`src/rtl/riscv_fetch.sv`:
```
// Instruction fetch stage: issues icache reads, tracks the PC, and feeds decode through a
// 1-entry skid buffer. Optional feature macro: RISCV_FETCH_FAULT_EN (adds fetch_fault_o).
module riscv_fetch #(
  parameter logic [31:0] BOOT_VECTOR = 32'h0000_0000
) (
  input  logic        clk_i,
  input  logic        rst_i,
  input  logic        fetch_accept_i,
  input  logic        fetch_invalidate_i,
  input  logic        fetch_branch_i,
  input  logic [31:0] fetch_branch_pc_i,
  output logic        fetch_valid_o,
  output logic [31:0] fetch_instr_o,
  output logic [31:0] fetch_pc_o,
`ifdef RISCV_FETCH_FAULT_EN
  output logic        fetch_fault_o,
`endif
  output logic        icache_rd_o,
  output logic [31:0] icache_pc_o,
  input  logic        icache_accept_i,
  input  logic        icache_valid_i,
  input  logic [31:0] icache_inst_i,
  input  logic        icache_error_i,
  output logic        icache_invalidate_o
);

  logic [31:0] pc_q, pc_d, req_pc_q, req_pc_d, branch_pc_q, branch_pc_d;
  logic [31:0] skid_instr_q, skid_instr_d, skid_pc_q, skid_pc_d;
  logic        pending_q, pending_d, discard_q, discard_d, skid_valid_q, skid_valid_d;
  logic        hold_q, hold_d, branch_q, branch_d, invalidate_q;

  logic        resp_seen, resp_live, issue_stall, rd, req_accept, valid;
  logic [31:0] addr;

  assign resp_seen  = icache_valid_i & pending_q;
  assign resp_live  = resp_seen & ~discard_q;

`ifdef RISCV_FETCH_FAULT_EN
  logic fault_q, fault_d, skid_fault_q, skid_fault_d;
  // A faulting response stops issue in the same cycle it is delivered.
  assign issue_stall   = fault_q | (resp_live & icache_error_i);
  assign fault_d       = ~fetch_branch_i & issue_stall;
  assign skid_fault_d  = (valid & ~fetch_accept_i & ~skid_valid_q) ? icache_error_i
                                                                     : skid_fault_q;
  assign fetch_fault_o = valid & (skid_valid_q ? skid_fault_q : icache_error_i);
`else
  logic unused_error;
  assign unused_error = icache_error_i;
  assign issue_stall  = 1'b0;
`endif

  // Outputs are gated by reset so everything reads 0 while rst_i is low.
  assign rd = rst_i & (hold_q | (fetch_accept_i & ~skid_valid_q &
                                 (~pending_q | icache_valid_i) & ~issue_stall));
  assign addr       = {((branch_q & ~hold_q) ? branch_pc_q[31:2] : pc_q[31:2]), 2'b00};
  assign req_accept = rd & icache_accept_i;
  assign valid      = rst_i & ~fetch_branch_i & (skid_valid_q | resp_live);

  assign icache_rd_o         = rd;
  assign icache_pc_o         = rst_i ? addr : 32'h0;
  assign fetch_valid_o       = valid;
  assign fetch_instr_o       = ~rst_i ? 32'h0 : (skid_valid_q ? skid_instr_q : icache_inst_i);
  assign fetch_pc_o          = ~rst_i ? 32'h0 : (skid_valid_q ? skid_pc_q : req_pc_q);
  assign icache_invalidate_o = rst_i & invalidate_q;

  always_comb begin
    pc_d         = pc_q;
    req_pc_d     = req_pc_q;
    pending_d    = pending_q;
    discard_d    = discard_q;
    hold_d       = rd & ~icache_accept_i;
    branch_d     = branch_q;
    branch_pc_d  = branch_pc_q;
    skid_valid_d = skid_valid_q;
    skid_instr_d = skid_instr_q;
    skid_pc_d    = skid_pc_q;

    if (resp_seen) begin
      pending_d = 1'b0;
      if (discard_q) discard_d = 1'b0;
    end
    if (req_accept) begin
      pending_d = 1'b1;
      req_pc_d  = addr;
      branch_d  = 1'b0;
      // A held request that saw a redirect is stale; resume at the saved target.
      if (branch_q) begin
        pc_d      = branch_pc_q;
        discard_d = 1'b1;
      end else begin
        pc_d = addr + 32'd4;
      end
    end

    if (valid & fetch_accept_i) begin
      skid_valid_d = 1'b0;
    end else if (valid & ~skid_valid_q) begin
      skid_valid_d = 1'b1;
      skid_instr_d = icache_inst_i;
      skid_pc_d    = req_pc_q;
    end

    if (fetch_branch_i) begin
      skid_valid_d = 1'b0;
      if ((pending_q & ~icache_valid_i) | req_accept) discard_d = 1'b1;
      if (hold_q & ~icache_accept_i) begin
        branch_d    = 1'b1;
        branch_pc_d = {fetch_branch_pc_i[31:2], 2'b00};
      end else begin
        pc_d = {fetch_branch_pc_i[31:2], 2'b00};
      end
    end
  end

  always_ff @(posedge clk_i or negedge rst_i) begin
    if (!rst_i) begin
      pc_q         <= {BOOT_VECTOR[31:2], 2'b00};
      req_pc_q     <= 32'h0;
      pending_q    <= 1'b0;
      discard_q    <= 1'b0;
      hold_q       <= 1'b0;
      branch_q     <= 1'b0;
      branch_pc_q  <= 32'h0;
      skid_valid_q <= 1'b0;
      skid_instr_q <= 32'h0;
      skid_pc_q    <= 32'h0;
      invalidate_q <= 1'b0;
`ifdef RISCV_FETCH_FAULT_EN
      fault_q      <= 1'b0;
      skid_fault_q <= 1'b0;
`endif
    end else begin
      pc_q         <= pc_d;
      req_pc_q     <= req_pc_d;
      pending_q    <= pending_d;
      discard_q    <= discard_d;
      hold_q       <= hold_d;
      branch_q     <= branch_d;
      branch_pc_q  <= branch_pc_d;
      skid_valid_q <= skid_valid_d;
      skid_instr_q <= skid_instr_d;
      skid_pc_q    <= skid_pc_d;
      invalidate_q <= fetch_invalidate_i;
`ifdef RISCV_FETCH_FAULT_EN
      fault_q      <= fault_d;
      skid_fault_q <= skid_fault_d;
`endif
    end
  end

endmodule
```
`config.mk`:
```
export PLATFORM = sky130hd
export DESIGN_NAME = riscv_fetch
export DESIGN_NICKNAME = d
export VERILOG_FILES = /design/src/rtl/riscv_fetch.sv
export SDC_FILE = /design/constraint.sdc
export NUM_CORES = 1
export LEC_CHECK = 0
export CAP_MARGIN = 10
export CORE_ASPECT_RATIO = 1.2
export CORE_MARGIN = 2
export CORE_UTILIZATION = 48
export DETAILED_ROUTE_END_ITERATION = 16
export PLACE_DENSITY = 0.85
export RECOVER_POWER = 100
export SLEW_MARGIN = 20
export SYNTH_ARGS = -nofsm -noshare
export SYNTH_HDL_FRONTEND = slang
export SYNTH_SLANG_ARGS = --single-unit
```
`constraint.sdc`:
```
create_clock -name clk_i -period 3.53 [get_ports clk_i]
set_clock_uncertainty 0.2 [all_clocks]
set_input_delay 0.5295 -clock clk_i [delete_from_list [all_inputs] [get_ports clk_i]]
set_output_delay 0.5295 -clock clk_i [all_outputs]
set_load 0.02 [all_outputs]
```
# [Yosys cells after proc, flatten, opt, wreduce, memory -nomap -nowiden]
# Cells that the tools add are included.
# Widths: inputs -> output; s select.
[totals] ff_bits=160 output_inout_bits=99
[op_classes] reduce_logical=4 add_sub_neg=1 bitwise=27 mux=23
[op_table] op="$mux 32" n=9
[op_table] op="$add 32x3->32 const B" n=1
[op_table] op="$mux 30" n=1
[op_table] op="$and 1x1->1" n=15
[op_table] op="$mux 1" n=13
[op_table] op="$not 1->1" n=8
[op_table] op="$or 1x1->1" n=4
[op_table] op="$reduce_and 2->1" n=2
[op_table] op="$reduce_bool 3->1" n=1
[op_table] op="$reduce_bool 2->1" n=1

# [Longest topological paths before layout]
[logic_depth] ltp_word=9 depth_mapped=17 mapped_depth_nobuf=9

# [Worst setup path before layout]
# OpenSTA, ideal clock, no wires.
[synth_timing] path_type="register to register" start="register hold_q" end="register pc_q[30]" t_required_ns=3.265 synth_period_minus_slack_ns=3.788 setup_time_ns=0.065 t_arrival_ns=3.523 path_stages_with_launch=18 setup_slack_ns=-0.258 path_cell_list="dfrtp_1 > buf_6 > nand2b_4 > buf_6 > buf_8 > buf_4 > buf_2 > buf_2 > buf_2 > nand2_1 > nand2_1 > ha_1 > o2111ai_2 > or3_1 > buf_2 > or4_1 > a21oi_1 > a211o_1"
[synth_via] elab_chain_len=8 word_cells_on_any_way=12 cone_classes="1 x add/sub; 5 x mux; 6 x bitwise"
[synth_lines] element="start, declared" line_no="30" source="logic hold_q, hold_d, branch_q, branch_d, invalidate_q;"
[synth_lines] element="start signal, assigned" line_no="137" source="hold_q <= hold_d;"
[synth_lines] element="$not 1->1 (*)" line_no="55" source="assign addr = {((branch_q & ~hold_q) ? branch_pc_q[31:2] : pc_q[31:2]), 2'b00};"
[synth_lines] element="$and 1x1->1 (*)" line_no="55"
[synth_lines] element="$mux 30 (*)" line_no="55"
[synth_lines] element="via addr[2]" line_no="33" source="logic [31:0] addr;"
[synth_lines] element="$add 32x3->32 (*)" line_no="91" source="pc_d = addr + 32'd4;"
[synth_lines] element="$mux 32 (*)" line_no="87" source="if (branch_q) begin"
[synth_lines] element="$mux 32 (*)" line_no="82" source="if (req_accept) begin"
[synth_lines] element="$mux 32" line_no="106" source="if (hold_q & ~icache_accept_i) begin"
[synth_lines] element="$mux 32 (*)" line_no="103" source="if (fetch_branch_i) begin"
[synth_lines] element="via pc_d[30]" line_no="27" source="logic [31:0] pc_q, pc_d, req_pc_q, req_pc_d, branch_pc_q, branch_pc_d;"
[synth_lines] element="end signal, assigned" line_no="117" source="pc_q <= {BOOT_VECTOR[31:2], 2'b00};"
[synth_lines] element="end signal, assigned" line_no="133" source="pc_q <= pc_d;"
[synth_lines] element="end, declared" line_no="27"
# The timed path passes the listed nets; every way through them passes the cells marked *.
# A chain may end at the register's enable or synchronous reset.

# [Final worst setup path]
# Same ends and word-level chain as after synthesis.

==> reports/qor.yml <==
drt:
  first_iter_violations: 617
  routed_wl_um: 22100
  wl_per_cell_um: 17.3
  num_vias: 7328
  drtAntennaViolNets: 0
  drtPass1Iterations: 6
  post_drt_via_cell_ratio: 5.74
  drcViolationCount: 0
synthesis:
  synthFlopType: "dfrtp_1"
  seq_area_frac_synth_pct: 44.3
  synth_xor_area_share_pct: 1.27
  ys_types: 58
  synth_area_leaders: "dfrtp_1, mux2_2, mux2i_1, nor2b_1, nand2_1"
  synth_warnings: 0
  synth_compound_area_share_pct: 9.72
  synth-edff-count: 0
  synthSimpleGateAreaFrac_pct: 17.9
  synthAdderAreaFrac_pct: 0.140
  synthCells: 890
  yosysMostFrequentCell: "dfrtp_1"
  synthMuxAreaShare_pct: 23.2
  synthArstFlopShare_pct: 100
  yosysTopAreaCellShare_pct: 44.3
  netlist_area_mm2: 0.00893
  yosys-top-cells-count: "dfrtp_1, nand2_1, mux2_2"
  synth_top_family_by_area: "multiplexers"
  yosys.area.top_type: "dfrtp_1"
  synth-seq-cells: 158
  syn_avg_cell_area_um2: 10.0
power_and_ir_drop:
  ir_drop_v: 0.000357
  totalPowerFinal_mw: 6.11
  p_leak_nw: 4.92
  powerDensity_mw_per_mm2: 531
worst_setup_path:
  start_kind: "register"
  critPathKind: "register to register"
  path_max_fanout: 13
  cp.required_ns: 3.68
  reg2regPathDepth: 8
  cp.arrival_ns: 3.58
  worstSetupEndpointType: "register"
place:
  dp_cells: 1244
  numPortBuffers: 163
  detailed_place.area_mm2: 0.0109
  dpl.hpwl_um: 15600
  gp_routability_congestion: 0.867
sta:
  drv_slew: 0
  min_period_ns: 3.43
  worst_pin_slew_ns: 1.29
  max_slew_margin_pct: 14.3
  setup_tns_ns: 0
  rsz0062_at_grt: "false"
  hold-worst-slack_ns: 0.298
  setup_viol: 0
  hold_violations: 0
  min_period_over_period_pct: 97.1
  max_freq_ghz: 0.292
die:
  die_w_um: 129
  io_pins: 171
  die_h_um: 153
  rows: 54
  coreArea_mm2: 0.0182
  die-area_mm2: 0.0197
  start_util_pct: 49.0
grt:
  grtUsageMet2_pct: 37.5
  grt_pass1_wl_um: 35800
  grt_overflow_total: 0
  use_met1_pct: 29.0
  grt_busiest_layer: "met2"
  antenna_found_initial: 0
  grt_max_degree: 64
  grt_usage_pct: 22.7
  use_met3_pct: 4.94
  grt_pass1_vias: 7215
cts:
  clk_latency_ns: 0.42
  cts-buffers-inserted: 17
  htree_levels: 4
  cts_tree: "done"
  clock-sinks: 158
  cts_setup_buffers: 0
  cts.path.max_buffers: 2
  clk_pin_slew_ns: 0.06
  clockRootBuffer: "clkbuf_16"
worst_hold_path:
  hold-path-cell-count: 2
  hold_path_class: "register to register"
run:
  cap_violations: 0
final_layout:
  drive_gt1_share_pct: 15.1
  num-nets-final: 1113
  fin_area_mm2: 0.0115
  syn_to_final_growth_pct: 28.8
  antenna_cells: 0
  fin_cells: 1277
outcome:
  status: "complete, no violations"
## final timing paths
path	start	to	slack, ns
max in group asynchronous	rst_i	pc_q[23]$_DFF_PN0_	1.23
max reg2reg	hold_q$_DFF_PN0_	pc_q[30]$_DFF_PN0_	0.10
min in group asynchronous	rst_i	pc_q[8]$_DFF_PN0_	0.41
min	req_pc_q[18]$_DFFE_PN0N_	req_pc_q[18]$_DFFE_PN0N_	0.30
max	hold_q$_DFF_PN0_	pc_q[30]$_DFF_PN0_	0.10
min reg2reg	req_pc_q[18]$_DFFE_PN0N_	req_pc_q[18]$_DFFE_PN0N_	0.30
## cell usage in the layout (no fill, tap or decap), drive strengths merged, types with 6 or more instances in the layout
| cell | synthesis | final |
|---|---|---|
| o21ai | 59 | 59 |
| dfrtp | 158 | 158 |
| and2 | 10 | 10 |
| a21oi | 30 | 30 |
| nand2 | 103 | 103 |
| dlygate4sd3 | 0 | 49 |
| a31oi | 6 | 6 |
| nor2 | 35 | 35 |
| nand3 | 24 | 24 |
| clkbuf | 41 | 28 |
| clkdlybuf4s50 | 0 | 114 |
| nor3 | 7 | 7 |
| mux2i | 96 | 96 |
| o221ai | 7 | 7 |
| or3 | 11 | 11 |
| nor2b | 88 | 88 |
| nand4 | 7 | 7 |
| mux2 | 97 | 97 |
| clkinv | 0 | 7 |
| xor2 | 10 | 10 |
| and3 | 11 | 11 |
| buf | 25 | 23 |
## per-stage QoR
| stage | utilization (%) | setup slack [ns] |
|---|---|---|
| finish | 63.1 | 0.103 |
| global placement | 59.7 | 0.333 |
| detailed placement | 59.7 | 0.297 |
| CTS | 63.2 | 0.0864 |
| floorplan | - | 0.0152 |
| global route | 63.1 | 0.00107 |
## logic make-up after synthesis
kind of cell | after synthesis
AND/OR/NAND/NOR | 313
multiplexers | 193
flip-flops | 158
AO/OA/AOI/OAI | 141
buffers and inverters | 70
XOR/XNOR | 13
adder cells (fa/ha/maj) | 1
other | 1
## metal layers
metal	routed length [um]	share of wire, %
met4	559	2.5
met1	9270	42
met3	1540	7.0
met5	0	0
met2	10700	49
## flip-flops by register name, indices dropped and copies added, names as in the netlist, 30 cells and up
| register | count |
|---|---|
| skid_instr_q | 32 |
| skid_pc_q | 30 |
| req_pc_q | 30 |
| branch_pc_q | 30 |
| pc_q | 30 |
## where the power goes
group / switching, mW / internal (mW)
registers: 0.321 / 2.21
clock network: 0.717 / 1.21
logic: 0.849 / 0.802
## worst max-delay path, cell delays in order (launching register included)
cell and delay (ns):
dfrtp_1 0.54, nand2b_4 0.35, mux2_2 0.26, ha_2 0.26, o2111ai_1 0.32, or3_1 0.61, or4_1 0.54, a21oi_1 0.16
a211o_1 0.12
## area by class of cell
| cell class | instances | area (um2) |
|---|---|---|
| flip-flops and latches | 158 | 3960 |
| clock inverters | 12 | 166 |
| multi-input cells | 665 | 4690 |
| well taps | 224 | 280 |
| fillers | 1475 | 6730 |
| clock buffers | 20 | 457 |
| repair buffers | 194 | 1950 |
| inverters | 4 | 15.0 |
## repair_timing
item | CTS | global route
hold buffers | 1 | 0
setup endpoints to repair | 1 | 1
resized for setup | 1 | 1
gates cloned | 0 | 0
hold endpoints to repair | 27 | 0
(Power assumes the default switching activity.)
